--- src/rtl/phy_rx_deframer_pkg.sv ---
// Shared symbol codes, state/ordered-set encodings and classifier helpers
// for the PHY receive deframer. The same code points are used by the TX mux.
package phy_rx_deframer_pkg;

  // K-symbol code points
  localparam logic [7:0] SYM_STP = 8'hFB;
  localparam logic [7:0] SYM_SDP = 8'h5C;
  localparam logic [7:0] SYM_END = 8'hFD;
  localparam logic [7:0] SYM_EDB = 8'hFE;
  localparam logic [7:0] SYM_SKP = 8'h1C;
  localparam logic [7:0] SYM_IDL = 8'h7C;
  localparam logic [7:0] SYM_FTS = 8'h3C;
  localparam logic [7:0] SYM_COM = 8'hBC;

  // Deframer states
  typedef enum logic [1:0] {
    ST_LINK = 2'd0,
    ST_OS   = 2'd1,
    ST_PKT  = 2'd2
  } state_e;

  // Ordered-set type as reported on OS_TYPE
  typedef enum logic [1:0] {
    OS_SKP = 2'b00,
    OS_IDL = 2'b01,
    OS_FTS = 2'b10
  } os_type_e;

  // Symbol classes produced by the classifier
  typedef enum logic [3:0] {
    SC_IDLE = 4'd0,   // data 8'h00, logical idle
    SC_DATA = 4'd1,   // any other data byte
    SC_STP  = 4'd2,
    SC_SDP  = 4'd3,
    SC_END  = 4'd4,
    SC_EDB  = 4'd5,
    SC_COM  = 4'd6,
    SC_SKP  = 4'd7,
    SC_IDL  = 4'd8,
    SC_FTS  = 4'd9,
    SC_KBAD = 4'd10   // K symbol with an unknown code
  } sym_class_e;

  // True for the K codes that may follow COM inside an ordered set
  function automatic logic is_os_code(input sym_class_e c);
    return (c == SC_SKP) || (c == SC_IDL) || (c == SC_FTS);
  endfunction

  // Map an ordered-set body symbol class to its OS_TYPE encoding
  function automatic os_type_e os_type_of(input sym_class_e c);
    os_type_e t;
    case (c)
      SC_IDL:  t = OS_IDL;
      SC_FTS:  t = OS_FTS;
      default: t = OS_SKP;
    endcase
    return t;
  endfunction

endpackage

--- src/rtl/phy_rx_deframer_kclass.sv ---
// Combinational symbol classifier: {data, k} -> symbol class code.
module phy_rx_kclass
  import phy_rx_deframer_pkg::*;
(
  input  logic [7:0] data_in,
  input  logic       k_in,
  output sym_class_e sym_class
);

  // Decode the received symbol into one class
  always_comb begin
    sym_class = SC_DATA;
    if (!k_in) begin
      if (data_in == 8'h00) sym_class = SC_IDLE;
    end else begin
      case (data_in)
        SYM_STP: sym_class = SC_STP;
        SYM_SDP: sym_class = SC_SDP;
        SYM_END: sym_class = SC_END;
        SYM_EDB: sym_class = SC_EDB;
        SYM_COM: sym_class = SC_COM;
        SYM_SKP: sym_class = SC_SKP;
        SYM_IDL: sym_class = SC_IDL;
        SYM_FTS: sym_class = SC_FTS;
        default: sym_class = SC_KBAD;
      endcase
    end
  end

endmodule

--- src/rtl/phy_rx_deframer.sv ---
// Receive-side symbol deframer: splits the descrambled byte/K stream into
// packet payload, ordered sets and framing errors. One symbol per CLK0,
// every output registered one cycle after its symbol is sampled.
// Optional error counter enabled by defining PHY_RX_ERR_COUNT_EN.
//
// Stream semantics: there is no backpressure. D_OUT is meaningful only in a
// cycle where D_VALID is 1; all *_START/*_END/*_VALID/ERR outputs are
// single-cycle pulses. PKT_TYPE and OS_TYPE hold between their pulses.
module phy_rx_deframer
  import phy_rx_deframer_pkg::*;
#(
  parameter int OS_LEN        = 4,
  parameter int MAX_PKT_BYTES = 1024
) (
  input  logic        CLK0,
  input  logic        RESET,
  input  logic [7:0]  DATA_IN,
  input  logic        K_IN,
  output logic [7:0]  D_OUT,
  output logic        D_VALID,
  output logic        PKT_START,
  output logic        PKT_TYPE,
  output logic        PKT_END,
  output logic        PKT_NULL,
  output logic        OS_VALID,
  output logic [1:0]  OS_TYPE,
  output logic        ERR,
  output logic [15:0] ERR_CNT,
  output logic [1:0]  DBG_STATE
);

  localparam int OS_CW = $clog2(OS_LEN + 1);
  localparam int BCW   = $clog2(MAX_PKT_BYTES + 1);

  sym_class_e sym_class;

  phy_rx_kclass u_kclass (
    .data_in   (DATA_IN),
    .k_in      (K_IN),
    .sym_class (sym_class)
  );

  state_e           state_q,     state_d;
  logic [OS_CW-1:0] os_cnt_q,    os_cnt_d;
  os_type_e         os_code_q,   os_code_d;
  logic [BCW-1:0]   byte_cnt_q,  byte_cnt_d;
  logic [7:0]       d_out_q,     d_out_d;
  logic             d_valid_q,   d_valid_d;
  logic             pkt_start_q, pkt_start_d;
  logic             pkt_type_q,  pkt_type_d;
  logic             pkt_end_q,   pkt_end_d;
  logic             pkt_null_q,  pkt_null_d;
  logic             os_valid_q,  os_valid_d;
  os_type_e         os_type_q,   os_type_d;
  logic             err_q,       err_d;

  // Next-state and next-output decode for the current symbol
  always_comb begin
    state_d     = state_q;
    os_cnt_d    = os_cnt_q;
    os_code_d   = os_code_q;
    byte_cnt_d  = byte_cnt_q;
    d_out_d     = d_out_q;
    d_valid_d   = 1'b0;
    pkt_start_d = 1'b0;
    pkt_type_d  = pkt_type_q;
    pkt_end_d   = 1'b0;
    pkt_null_d  = 1'b0;
    os_valid_d  = 1'b0;
    os_type_d   = os_type_q;
    err_d       = 1'b0;

    case (state_q)
      ST_LINK: begin
        case (sym_class)
          SC_IDLE: ;
          SC_COM: begin
            state_d  = ST_OS;
            os_cnt_d = OS_CW'(1);
          end
          SC_STP, SC_SDP: begin
            state_d     = ST_PKT;
            pkt_start_d = 1'b1;
            pkt_type_d  = (sym_class == SC_SDP);
            byte_cnt_d  = '0;
          end
          default: err_d = 1'b1;
        endcase
      end

      ST_OS: begin
        if (sym_class == SC_COM) begin
          // A fresh COM restarts the set without flagging an error
          os_cnt_d = OS_CW'(1);
        end else if (is_os_code(sym_class) &&
                     ((os_cnt_q == OS_CW'(1)) || (os_type_of(sym_class) == os_code_q))) begin
          os_code_d = os_type_of(sym_class);
          if (os_cnt_q == OS_CW'(OS_LEN - 1)) begin
            os_valid_d = 1'b1;
            os_type_d  = os_type_of(sym_class);
            state_d    = ST_LINK;
          end else begin
            os_cnt_d = os_cnt_q + OS_CW'(1);
          end
        end else begin
          err_d   = 1'b1;
          state_d = ST_LINK;
        end
      end

      ST_PKT: begin
        case (sym_class)
          SC_IDLE, SC_DATA: begin
            if (byte_cnt_q == BCW'(MAX_PKT_BYTES)) begin
              // Oversize packet: drop the byte and abort
              err_d      = 1'b1;
              pkt_end_d  = 1'b1;
              pkt_null_d = 1'b1;
              state_d    = ST_LINK;
            end else begin
              d_out_d    = DATA_IN;
              d_valid_d  = 1'b1;
              byte_cnt_d = byte_cnt_q + BCW'(1);
            end
          end
          SC_END: begin
            pkt_end_d = 1'b1;
            state_d   = ST_LINK;
          end
          SC_EDB: begin
            pkt_end_d  = 1'b1;
            pkt_null_d = 1'b1;
            state_d    = ST_LINK;
          end
          SC_COM: begin
            err_d      = 1'b1;
            pkt_end_d  = 1'b1;
            pkt_null_d = 1'b1;
            state_d    = ST_OS;
            os_cnt_d   = OS_CW'(1);
          end
          default: begin
            err_d      = 1'b1;
            pkt_end_d  = 1'b1;
            pkt_null_d = 1'b1;
            state_d    = ST_LINK;
          end
        endcase
      end

      default: state_d = ST_LINK;
    endcase
  end

  // State and registered outputs
  always_ff @(posedge CLK0) begin
    if (RESET) begin
      state_q     <= ST_LINK;
      os_cnt_q    <= '0;
      os_code_q   <= OS_SKP;
      byte_cnt_q  <= '0;
      d_out_q     <= 8'h00;
      d_valid_q   <= 1'b0;
      pkt_start_q <= 1'b0;
      pkt_type_q  <= 1'b0;
      pkt_end_q   <= 1'b0;
      pkt_null_q  <= 1'b0;
      os_valid_q  <= 1'b0;
      os_type_q   <= OS_SKP;
      err_q       <= 1'b0;
    end else begin
      state_q     <= state_d;
      os_cnt_q    <= os_cnt_d;
      os_code_q   <= os_code_d;
      byte_cnt_q  <= byte_cnt_d;
      d_out_q     <= d_out_d;
      d_valid_q   <= d_valid_d;
      pkt_start_q <= pkt_start_d;
      pkt_type_q  <= pkt_type_d;
      pkt_end_q   <= pkt_end_d;
      pkt_null_q  <= pkt_null_d;
      os_valid_q  <= os_valid_d;
      os_type_q   <= os_type_d;
      err_q       <= err_d;
    end
  end

`ifdef PHY_RX_ERR_COUNT_EN
  logic [15:0] err_cnt_q, err_cnt_d;

  // Saturating count of ERR pulses, updated alongside ERR
  always_comb begin
    err_cnt_d = err_cnt_q;
    if (err_d && (err_cnt_q != 16'hFFFF)) err_cnt_d = err_cnt_q + 16'd1;
  end

  // Error counter register
  always_ff @(posedge CLK0) begin
    if (RESET) err_cnt_q <= 16'h0000;
    else       err_cnt_q <= err_cnt_d;
  end

  assign ERR_CNT = err_cnt_q;
`else
  assign ERR_CNT = 16'h0000;
`endif

  assign D_OUT     = d_out_q;
  assign D_VALID   = d_valid_q;
  assign PKT_START = pkt_start_q;
  assign PKT_TYPE  = pkt_type_q;
  assign PKT_END   = pkt_end_q;
  assign PKT_NULL  = pkt_null_q;
  assign OS_VALID  = os_valid_q;
  assign OS_TYPE   = os_type_q;
  assign ERR       = err_q;
  assign DBG_STATE = state_q;

endmodule

--- config.mk ---
export PLATFORM = sky130hd
export DESIGN_NAME = phy_rx_deframer
export DESIGN_NICKNAME = d
export VERILOG_FILES = /design/src/rtl/phy_rx_deframer_pkg.sv /design/src/rtl/phy_rx_deframer_kclass.sv /design/src/rtl/phy_rx_deframer.sv
export SDC_FILE = /design/constraint.sdc
export NUM_CORES = 1
export LEC_CHECK = 0
export ABC_AREA = 1
export CAP_MARGIN = 20
export CORE_ASPECT_RATIO = 1.4
export CORE_MARGIN = 2
export CORE_UTILIZATION = 55
export DETAILED_ROUTE_END_ITERATION = 16
export PLACE_DENSITY = 0.9
export SYNTH_ARGS = -nofsm -noshare
export SYNTH_HDL_FRONTEND = slang
export SYNTH_SLANG_ARGS = --single-unit
--- constraint.sdc ---
create_clock -name CLK0 -period 2.9 [get_ports CLK0]
set_input_delay 0.58 -clock CLK0 [delete_from_list [all_inputs] [get_ports CLK0]]
set_output_delay 0.58 -clock CLK0 [all_outputs]
set_load 0.03 [all_outputs]
# == Word level (Yosys, flattened, before mapping) ==
# Cells that the tools add are included.
# op_classes
add_sub_neg,2
n_mul,0
div,0
order_cmp,0
eq_ne,33
shifts,0
mux,33
bitwise,7
reduce_logical,25
# ops
operator,count
$mux W11,3
$eq A8 B8 Y1 const B,4
$pmux W4 S8,1
$pmux W11 S2,1
$eq A4 B3 Y1 const B,4
$eq A8 B7 Y1 const B,2
$reduce_and A4 Y1,4
$mux W2,6
$mux W3,4
$ne A3 B3 Y1 const B,4
$pmux W2 S2,3
$reduce_or A2 Y1,6
$add A11 B1 Y11 const B,1
$eq A11 B11 Y1 const B,1
$mux W1,9
$eq A4 B2 Y1 const B,2
$eq A4 B4 Y1 const B,2
$eq A8 B5 Y1 const B,1
$eq A8 B6 Y1 const B,1
$logic_not A8 Y1,1
$reduce_or A4 Y1,2
$not A1 Y1,7
$ne A2 B2 Y1 const B,3
$pmux W2 S3,1
21 further kinds,27
# totals
reg_bits,35
latch_bits,0
mem_bits_rw,0
romBits,0
elab_cells,113
mem_count,0

# == Depth between registers and ports, before layout ==
# logic_depth
depth_word,13
ltp_mapped,17
depth_no_buf,17

# == Hierarchy ==
# Synthesis repeated with hierarchy kept, for this count alone.
# hier_totals
hier_cells,319
area_unflattened_um2,2122.0
# modules_own_cells
module,instances,cells_each,area_each_um2,seq_area_each_um2
phy_rx_deframer,1,270,1889.3,700.7
phy_rx_kclass,1,49,232.7,0.0

# == Worst setup path before layout ==
# Ideal clock, no wire load.
# synth_timing
kind,input -> register
startpoint,input port DATA_IN[0]
endpoint,register os_cnt_q[0]
setup_time_ns,0.115
arrival_time_ns,1.816
slack_ns,0.969
stages,14
path_cell_list,nor2_1 -> nand2_1 -> o21ai_2 -> nand3_1 -> clkinv_1 -> nand3_1 -> nand2_1 -> nand2_2 -> nand2_4 -> nand2_4 -> nand2_4 -> nand3_1 -> nand2_1 -> nor2_1
# synth_between
elab_chain_len,12
# synth_lines
element,line_no,rtl
start: declaration,phy_rx_deframer.sv:17,"input logic [7:0] DATA_IN,"
"$eq A8 B6 Y1, or another cell as far along",phy_rx_deframer_kclass.sv:16,case (data_in)
$pmux W4 S8 / $mux W1 (equally long branches),"phy_rx_deframer_kclass.sv:16, phy_rx_deframer_kclass.sv:14",
$mux W4 (*),phy_rx_deframer_kclass.sv:13,if (!k_in) begin
$eq A4 B4 Y1,"phy_rx_deframer_pkg.sv:46, phy_rx_deframer_pkg.sv:52",
$pmux W2 S2,phy_rx_deframer_pkg.sv:52,case (c)
$mux W2,phy_rx_deframer.sv:92,if (sym_class == SC_COM) begin
$mux W2,phy_rx_deframer.sv:73,case (state_q)
$eq A2 B2 Y1,phy_rx_deframer.sv:96,((os_cnt_q == OS_CW'(1)) || (os_type_of(sym_class) == os_code_q))) begin
$logic_or A1 B1 Y1,phy_rx_deframer.sv:96,
$logic_and A1 B1 Y1,phy_rx_deframer.sv:95,end else if (is_os_code(sym_class) &&
$ne A3 B3 Y1 (no source line),-,
$reduce_and A4 Y1 (no source line),-,
end signal: assignment,phy_rx_deframer.sv:173,os_cnt_q <= os_cnt_d;
end: declaration,phy_rx_deframer.sv:44,"logic [OS_CW-1:0] os_cnt_q, os_cnt_d;"
# Mark *: on every way between the ends. The rest lies on a longest branch, timed or not. The select of a mux whose other input is x is not followed.
# A chain may end at the register's enable or synchronous reset.

# == Worst setup path in the final report ==
# layout_timing
startpoint,input port DATA_IN[7]
endpoint,register os_cnt_q[0]
# The elaborated chain is that of the path after synthesis.

==> flow_summary_export.csv <==
group,metric,value,unit
clock_tree,holdBufCountCts,0,
final_layout,regArea,701,sq um
sta,drv_slew,0,
outcome,outcome,"complete, no violations",
setup_path,cp.required,3.08,ns
setup_path,crit_top_cell,"nand2_1",
hold_path,min_from,"D_OUT[7]$_SDFFE_PP0P_",
placement,portBuffers,29,
final_layout,multiInputGateArea,0.00127,sq mm
setup_path,crit_path_end_kind,"flop",
global_route,grt_pass1_vias,1967,
setup_path,critPathLaunchType,"input pin",
setup_path,r2r_slack,0.79,ns
clock_tree,cts_setup_buffers,0,
clock_tree,cts_max_level,2,
synthesis,syn_inst,318,
drt,drt_iter0_drc,49,
clock_tree,cts-root-buf,"clkbuf_8",
placement,hpwl,3.72,mm
synthesis,synth_area_leader_cell,"dfxtp_1",
final_layout,areaGrowthSynthToFinish,17.6,%
power_and_ir_drop,leakagePower,1.10,nW
global_route,antenna_found_initial,0,
synthesis,synthTopCellsByArea,"dfxtp_1 32%, nand2_1 11%, inv_1 6.1%, nand3_1 5.4%, buf_4 5.4%",
final_layout,n_antenna_cell,0,
drt,drt_first_pass_iters,4,
clock_tree,clk_latency,0.30,ns
drt,final_antenna_net_count,0,
global_route,overflow,0,
synthesis,synth_cell_types,37,
setup_path,r2r_cells,13,
drt,remaining_drc_errors,0,
setup_path,cpPeakStageDelay,0.60,ns
floorplan,rows,27,
final_layout,nFillCells,323,
setup_path,critPathKind,"in2reg",
sta,finalHoldViolations,0,
setup_path,worst_ep_arrival_time,2.60,ns
synthesis,synth_most_common_cell,"nand2_1",
final_layout,nets,367,
synthesis,ys_seq_elements,35,
final_layout,layout-drive-gt1-share,0.134,
global_route,grtUsageTotal,0.232,
synthesis,synthFlopType,"dfxtp_1",
sta,fin_crit,2.42,ns
setup_path,crit_buf_inv,2,
sta,final_min_period_over_clock_period,0.834,
synthesis,ys_seq_area_frac,0.316,
synthesis,syn_avg_cell_area,6.98,sq um
synthesis,synth.top_cell.area_share,0.316,
drt,routedWlPerCell,12.3,um
power_and_ir_drop,peakVddDrop,0.369,mV
placement,place_congestion,0.915,
setup_path,r2r_start,"byte_cnt_q[0]$_SDFFE_PP0P_",
global_route,grt_pass1_wl,8.38,mm
floorplan,dieArea,0.00457,sq mm
drt,avgViaCountPerCell,5.34,
synthesis,synthTopCellsByCount,"67 x nand2_1, 36 x inv_1, 35 x dfxtp_1, 31 x nor2_1, 24 x nand3_1",
power_and_ir_drop,power.density,408,mW/mm^2
hold_path,whs_path_depth,2,
floorplan,ios,46,
clock_tree,cts_tree,"built",
synthesis,synth-edff-count,0,
hold_path,holdPathEnd,"D_OUT[7]$_SDFFE_PP0P_",
clock_tree,path_clk_slew,0.07,ns
floorplan,die_h,79.2,um
hold_path,hold_class,"reg2reg",
drt,routed-via-count,2108,
sta,fmax,413,MHz
sta,clock_skew,0.00756,ns
synthesis,syn-cell-area,0.00222,sq mm
drt,wl,4.84,mm
setup_path,crit_fanout,7,
placement,post-place-cells,387,
clock_tree,cts_resized,0,
global_route,grt_max_degree,26,
clock_tree,max-clock-path-buffers,2,
final_layout,final-instance-count-excl-fill,395,
sta,final-setup-viol-count,0,
floorplan,start_util,0.566,
setup_path,critPathSlowestCell,"clkdlybuf4s50_1",
clock_tree,cts_buffers,5,
floorplan,core_area,0.00392,sq mm
synthesis,async_flop_share,0,
setup_path,crit_chain,"clkdlybuf4s50_1 -> inv_1 -> nor2_1 -> nand2_1 -> nand2_1 -> nand2_1 -> nand2_2 -> nand2_4 -> nor3_4 -> a21oi_1 -> a21oi_2 -> nand3_1 -> nand2_1 -> nor2_1",
clock_tree,clock_sinks,35,
setup_path,crit_family,"simple AND/OR/NAND/NOR gates",
floorplan,die_x,57.7,um
sta,whs,0.467,ns
run,maxCapViolCount,0,
setup_path,r2r_end,"byte_cnt_q[7]$_SDFFE_PP0P_",
sta,rsz0062_at_grt,"no",
synthesis,synth-warning-count,0,
sta,finalSetupTns,0,ns
-- worst max path at each step --
stage               start                  endpoint  slack [ns]  cells past startpoint
2_1_floorplan  DATA_IN[0]  os_cnt_q[0]$_SDFFE_PP0P_        0.97                     14
3_3_place_gp   DATA_IN[6]  os_cnt_q[1]$_SDFFE_PP0P_        0.27                     16
3_5_place_dp   DATA_IN[7]  os_cnt_q[0]$_SDFFE_PP0P_        0.20                     15
4_1_cts        DATA_IN[7]  os_cnt_q[0]$_SDFFE_PP0P_        0.51                     15
5_1_grt        DATA_IN[0]  os_cnt_q[1]$_SDFFE_PP0P_        0.26                     17
6_report       DATA_IN[7]  os_cnt_q[0]$_SDFFE_PP0P_        0.48                     14
-- where the power goes --
group / total (W) / switching, W / internal [W]
logic: 0.000173 / 0.000120 / 0.0000532
clock network: 0.000397 / 0.000181 / 0.000216
registers: 0.000496 / 0.00000595 / 0.000490
total: 0.00107 / 0.000307 / 0.000759
-- layout by cell type (no fill, tap or decap), drive strengths merged, types with 7 or more instances in the layout --
cell type | Yosys | routed
nand2 | 83 | 83
inv | 41 | 41
dfxtp | 35 | 35
nor2 | 34 | 34
clkdlybuf4s50 | 0 | 29
nand3 | 28 | 28
a21oi | 25 | 25
conb | 1 | 16
nor3 | 10 | 10
clkbuf | 5 | 7
-- layer usage --
metal,vias to the layer above,routed length (um),track usage
met4,0,74,0.0977
met1,984,1950,0.264
met5,-,0,0
met2,51,2590,0.411
met3,8,220,0.0472
li1,1065,-,-
-- registers in the layout (all words and copies together), names as in the netlist --
| register | count |
|---|---|
| os_code_q | 2 |
| PKT_START | 1 |
| OS_VALID | 1 |
| DBG_STATE | 2 |
| PKT_END | 1 |
| PKT_TYPE | 1 |
| byte_cnt_q | 11 |
| os_cnt_q | 3 |
| D_OUT | 8 |
| ERR | 1 |
| OS_TYPE | 2 |
| D_VALID | 1 |
| PKT_NULL | 1 |
-- cell families (layout without fill, tap and decap cells) --
family / after synthesis / count (layout) / synth area share
AOI/OAI and AO/OA: 40 / 40 / 0.117
xor gates and xnor gates: 3 / 3 / 0.0118
adders and majority gates: 5 / 5 / 0.0282
buffers and inverters: 64 / 83 / 0.135
DFF: 35 / 35 / 0.316
other: 1 / 16 / 0.00169
and+or+nand+nor: 170 / 170 / 0.391
-- per-stage QoR --
step	setup slack (ns)	cell area [sq um]	utilization	power (W)
final	0.481	2610	0.666	0.00107
after global placement	0.267	2510	0.640	0.000676
after global routing	0.256	2610	0.666	0.00110
after CTS	0.513	2610	0.666	0.00107
after floorplan	0.969	2280	-	0.000639
after detailed placement	0.203	2510	0.640	0.000678
-- layout make-up --
cell class              count  area share
inverters                  42      0.0604
repair buffers             33       0.123
clock buffers               7      0.0369
well taps                  43      0.0206
multi-input cells         234       0.488
flip-flops and latches     35       0.268
clock inverters             1     0.00287
-- worst register-to-register path, stage by stage, from the launching register on --
cell and delay, ns:
dfxtp_1 0.41, inv_1 0.10, ha_1 0.20, nand3_1 0.09
nor4_1 0.05, a41oi_1 0.20, nand2_1 0.29, nand2_4 0.23
nand2_2 0.09, nor2_2 0.12, nand2_1 0.08, nand2_1 0.07
nand2_1 0.04, nor2_1 0.07
Note: power is estimated with default switching activity, not from simulation.
